<file path="config.mk">
export PLATFORM = sky130hd
export DESIGN_NAME = fifo_rd_packer
export DESIGN_NICKNAME = d
export VERILOG_FILES = /design/src/rtl/fifo_pkg.sv /design/src/rtl/fifo_out_slot.sv /design/src/rtl/fifo_rd_packer.sv
export SDC_FILE = /design/constraint.sdc
export NUM_CORES = 1
export LEC_CHECK = 0
export BUFFER_PORTS_ARGS = -buffer_cell sky130_fd_sc_hd__buf_2
export CAP_MARGIN = 5
export CORE_MARGIN = 5
export CORE_UTILIZATION = 54
export CTS_CLUSTER_SIZE = 8
export DETAILED_ROUTE_END_ITERATION = 10
export GPL_ROUTABILITY_DRIVEN = 0
export GPL_TIMING_DRIVEN = 0
export PLACE_DENSITY = 0.75
export SLEW_MARGIN = 20
export SYNTH_ARGS = -nofsm -noshare
export SYNTH_HDL_FRONTEND = slang
export SYNTH_SLANG_ARGS = --single-unit
</file>
<file path="constraint.sdc">
create_clock -name clk_rd -period 2.3 [get_ports clk_rd]
set_clock_uncertainty 0.15 [all_clocks]
set_input_delay 0.46 -clock clk_rd [delete_from_list [all_inputs] [get_ports clk_rd]]
set_output_delay 0.46 -clock clk_rd [all_outputs]
set_load 0.01 [all_outputs]
</file>
<file path="src/rtl/fifo_pkg.sv">
// fifo_pkg: shared defaults and state type for the FIFO read-side packer
package fifo_pkg;
   localparam int DATA_WIDTH_DEF = 8;
   localparam int PACK_DEF = 4;
   typedef enum logic {FILL, FLUSH} state_t;
endpackage

</file>
<file path="src/rtl/fifo_out_slot.sv">
// fifo_out_slot: single-entry output holding register with valid/ready handshake
module fifo_out_slot #(
   parameter int W = 32,
   parameter int K = 4
) (
   input  logic         clk_rd,
   input  logic         rst,
   input  logic         load,
   input  logic [W-1:0] load_data,
   input  logic [K-1:0] load_keep,
   input  logic         ready,
   output logic         valid,
   output logic [W-1:0] data,
   output logic [K-1:0] keep
);
   always_ff @(posedge clk_rd) begin
      if (rst) begin
         valid <= 1'b0;
         data  <= '0;
         keep  <= '0;
      end else if (load) begin
         valid <= 1'b1;
         data  <= load_data;
         keep  <= load_keep;
      end else if (ready) begin
         valid <= 1'b0;
      end
   end
endmodule

</file>
<file path="src/rtl/fifo_rd_packer.sv">
// fifo_rd_packer: packs show-ahead FIFO entries into PACK-lane words, with flush of partial words
module fifo_rd_packer
   import fifo_pkg::*;
#(
   parameter int DATA_WIDTH = DATA_WIDTH_DEF,
   parameter int PACK = PACK_DEF
) (
   input  logic                       clk_rd,
   input  logic                       rst,
   input  logic [DATA_WIDTH-1:0]      fifo_rd_data,
   input  logic                       fifo_empty,
   output logic                       fifo_rd_en,
   input  logic                       flush,
   output logic [DATA_WIDTH*PACK-1:0] out_data,
   output logic [PACK-1:0]            out_keep,
   output logic                       out_valid,
   input  logic                       out_ready,
   output logic [$clog2(PACK):0]      lane_cnt
);
   localparam int LW = $clog2(PACK) + 1;
   state_t state, state_n;
   logic [DATA_WIDTH*PACK-1:0] asm_q, asm_n;
   logic [LW-1:0] fill_cnt;
   logic [PACK-1:0] keep_n;
   logic last, slot_free, load;
   assign last = lane_cnt == LW'(PACK - 1);
   assign fifo_rd_en = !rst && !fifo_empty && state == FILL && !(last && out_valid && !out_ready);
   assign slot_free = !out_valid || out_ready;
   // pops only happen in FILL, so a full-word load and a partial load never coincide
   assign load = (fifo_rd_en && last) || (state == FLUSH && lane_cnt != '0 && slot_free);
   assign fill_cnt = lane_cnt + LW'(fifo_rd_en);
   always_comb begin
      asm_n = asm_q;
      keep_n = '0;
      for (int i = 0; i < PACK; i++) begin
         if (fifo_rd_en && lane_cnt == LW'(i)) asm_n[i*DATA_WIDTH +: DATA_WIDTH] = fifo_rd_data;
         keep_n[i] = LW'(i) < fill_cnt;
      end
      state_n = (state == FILL) ? (flush ? FLUSH : FILL) : ((lane_cnt == '0 || load) ? FILL : FLUSH);
   end
   always_ff @(posedge clk_rd) begin
      if (rst) begin
         state    <= FILL;
         lane_cnt <= '0;
         asm_q    <= '0;
      end else begin
         state    <= state_n;
         lane_cnt <= load ? '0 : fill_cnt;
         asm_q    <= load ? '0 : asm_n;
      end
   end
   fifo_out_slot #(.W(DATA_WIDTH*PACK), .K(PACK)) u_slot (
      .clk_rd   (clk_rd),
      .rst      (rst),
      .load     (load),
      .load_data(asm_n),
      .load_keep(keep_n),
      .ready    (out_ready),
      .valid    (out_valid),
      .data     (out_data),
      .keep     (out_keep)
   );
endmodule
</file>
==> impl_metrics.yaml <==
status:
  status: "complete, no violations"
routing:
  drt-total-wl_mm: 5.53
  drtIter0Drc: 88
  post_drt_wl_per_cell_um: 15.2
  ant_nets: 0
  drc: 0
  first_pass_iters: 4
  viasPerCell: 5.18
  dr_total_vias: 1892
critical_path:
  worstReg2RegEnd: "u_slot.keep[0]"
  r2r_cells: 7
  cp_max_fo: 7
  crit_end: "u_slot.keep[0]"
  crit_chain: "nor2b_4, a31oi_1, ha_1, ha_1, xor2_1, nor3_1, a311oi_1"
  arrival_ps: 2220
  crit_required_ps: 2400
  r2r_start: "lane_cnt[1]"
  startpoint_type: "register"
  critPathCaptureType: "register"
  critPathLaunch: "lane_cnt[1]"
  slowest_stage: "dfxtp_1"
  max_stage_delay_ps: 450
  crit_type: "register to register"
  r2r_slack_ps: 180
  cp_common_cell: "ha_1"
clock_tree:
  cts.sinks: 73
  cts_max_level: 3
  clkTransAtPathRegs_ps: 70
  cts_root_buf: "clkbuf_8"
  clock_path_buffers: 2
  cts_tree: "done"
  clk_latency_ps: 340
  cts_buffers: 9
synthesis:
  syn-num-nets: 242
  ys_ff_latch: 73
  synth_top_area_share: 0.521
  yosysSeqAreaShare: 0.521
  yosysTopAreaCell: "dfxtp_1"
  syn_inst: 227
  syn_area_per_cell_um2: 12.4
  synth_area_leaders: "dfxtp_1 (52%), o2bb2ai_2 (16%), mux2i_1 (11%)"
  syn_area_um2: 2810
  ys_warn_count: 0
  synth_cell_type_count: 31
sta:
  rsz0062_at_grt: "no"
  final-max-slew-violation-count: 0
  clock.fmax_ghz: 0.472
  finalCritPeriodShare: 0.920
  worst_slew_pin_slew_ps: 529
  hold_viol_final: 0
  layout_setup_ws_ps: 183
  fin_crit_ps: 2120
  tns_ps: 0
  finalSetupViolations: 0
  slew_headroom: 0.647
pwr:
  p_int_mw: 1.92
  irDropWorstVdd_v: 0.000474
  power_density_nw_per_um2: 732
  p_seq_frac: 0.521
  p_sw_mw: 0.555
  switching_share: 0.224
  leakage_nw: 1.58
  power.share.clock: 0.413
  combPwrFrac: 0.065
placed_design:
  place_area_um2: 3160
  dp_worst_setup_slack_ps: -80.3
  io_buffers: 53
  dp_hpwl_mm: 3.92
grt:
  grt_max_degree: 12
  gr-total-overflow: 0
  grt_pass1_vias: 1865
  grt_usage: 0.186
  grt_pass1_wl_mm: 9.16
  antenna_found_initial: 0
cells_and_area:
  nets: 307
  diodes: 0
  area_growth_pct: 20.4
  stdcell_area_um2: 3380
  drive_above_1_share: 0.397
floorplanning:
  die_area_um2: 6740
  fp.coreArea_um2: 5070
  num_rows: 26
  pin_count: 54
  dieWidth_um: 82.1
  fp.dieH_um: 82.1
  start_util: 0.553
min_path:
  hp-class: "primary input to register"
job:
  drv_cap: 0
-- power by group through the flow --
stage / clock network (mW) / logic [mW] / registers [mW]
after floorplan: 0 / 0.105 / 1.32
after global placement: 0 / 0.158 / 1.32
after detailed placement: 0 / 0.160 / 1.32
after CTS: 1.03 / 0.161 / 1.29
after global routing: 1.11 / 0.176 / 1.29
final: 1.02 / 0.161 / 1.29
-- cell type report --
type,count,area [µm²]
Fill cell,427,1700
Multi-Input combinational cell,138,1230
Clock inverter,2,37.5
Buffer,15,115
Tap cell,70,87.6
Clock buffer,12,165
Sequential cell,73,1460
Timing Repair Buffer,54,273
Inverter,1,3.75
-- cell usage after synthesis --
| cell | instances |
|---|---|
| a21o_1 | 1 |
| a21oi_1 | 6 |
| a22o_1 | 1 |
| a311oi_1 | 3 |
| a31oi_1 | 1 |
| and2_1 | 3 |
| buf_2 | 4 |
| buf_6 | 7 |
| clkbuf_1 | 4 |
| dfxtp_1 | 73 |
| ha_1 | 2 |
| inv_1 | 1 |
| mux2i_1 | 32 |
| nand2b_1 | 3 |
| nand3_2 | 1 |
| nand3b_1 | 2 |
| nand4_4 | 1 |
| nor2_1 | 37 |
| nor2b_1 | 3 |
| nor3_1 | 1 |
| nor3_4 | 1 |
| nor3b_2 | 1 |
| o21a_1 | 1 |
| o21a_2 | 1 |
| o21ai_0 | 1 |
| o221ai_2 | 1 |
| o2bb2ai_1 | 2 |
| o2bb2ai_2 | 30 |
| o311ai_0 | 1 |
| or2_1 | 1 |
| xor2_1 | 1 |
-- stage by stage --
step / utilization / hold slack (ps) / instances / total power [mW]
final: 0.666 / 225 / 365 / 2.47
after global routing: 0.666 / 238 / 365 / 2.57
after CTS: 0.663 / 213 / 364 / 2.48
after detailed placement: 0.623 / 303 / 350 / 1.48
after global placement: 0.623 / 302 / 350 / 1.48
after floorplan: - / 310 / 227 / 1.42
-- critical path, delay by kind of cell, from the launching register on --
kind / cells / cell delay (ps)
flip-flops: 1 / 450
adder cells (fa/ha/maj): 2 / 410
AO/OA/AOI/OAI: 2 / 390
AND/OR/NAND/NOR: 2 / 330
XOR/XNOR: 1 / 290
-- how the worst min path moves through the flow --
stage,slack (ps),start,cells after the start,endpoint
after global placement,300,u_slot.data[13],1,u_slot.data[13]
after global routing,240,flush,3,state
after floorplan,310,asm_q[26],2,asm_q[26]
after detailed placement,300,u_slot.data[21],1,u_slot.data[21]
final,220,flush,3,state
after CTS,210,flush,3,state
-- cells in the final DEF, fill, tap and decap left out, types with 2 or more instances in the layout --
cell type / n
a21oi_1: 6
a311oi_1: 3
and2_1: 3
buf_2: 57
buf_6: 7
clkbuf_1: 3
clkbuf_8: 12
dfxtp_1: 73
ha_1: 2
mux2i_1: 32
nand2b_1: 3
nand3b_1: 2
nor2_1: 37
nor2b_1: 2
o2bb2ai_1: 2
o2bb2ai_2: 30
-- flip-flops by register name, summed over array words and instances (netlist names) --
name / flops
u_slot.keep: 4
u_slot.data: 32
state: 1
lane_cnt: 3
u_slot.valid: 1
asm_q: 32
-- routing by layer --
metal | track usage | part of all wire | vias to the layer above
met5 | 0 | 0 | -
met4 | 0.0797 | 0.017 | 0
met3 | 0.0597 | 0.052 | 9
met2 | 0.293 | 0.47 | 43
met1 | 0.235 | 0.46 | 894
li1 | - | - | 946
-- cell families (layout without fill, tap and decap cells) --
logic type | after synthesis | count (layout) | synth area share
buffers and inverters | 16 | 84 | 0.0419
xor gates and xnor gates | 1 | 1 | 0.00312
adders and majority gates | 2 | 2 | 0.00892
DFF | 73 | 73 | 0.521
and+or+nand+nor | 54 | 54 | 0.100
AOI/OAI and AO/OA | 49 | 49 | 0.211
muxes | 32 | 32 | 0.114
-- timing repair --
action                                  4_1_cts  5_1_grt
gates resized for setup                       1        3
buffers inserted                              0        1
pin swaps                                     0        1
endpoints found under the setup margin        1        3
hold buffers                                  0        0
(Power assumes the default switching activity.)
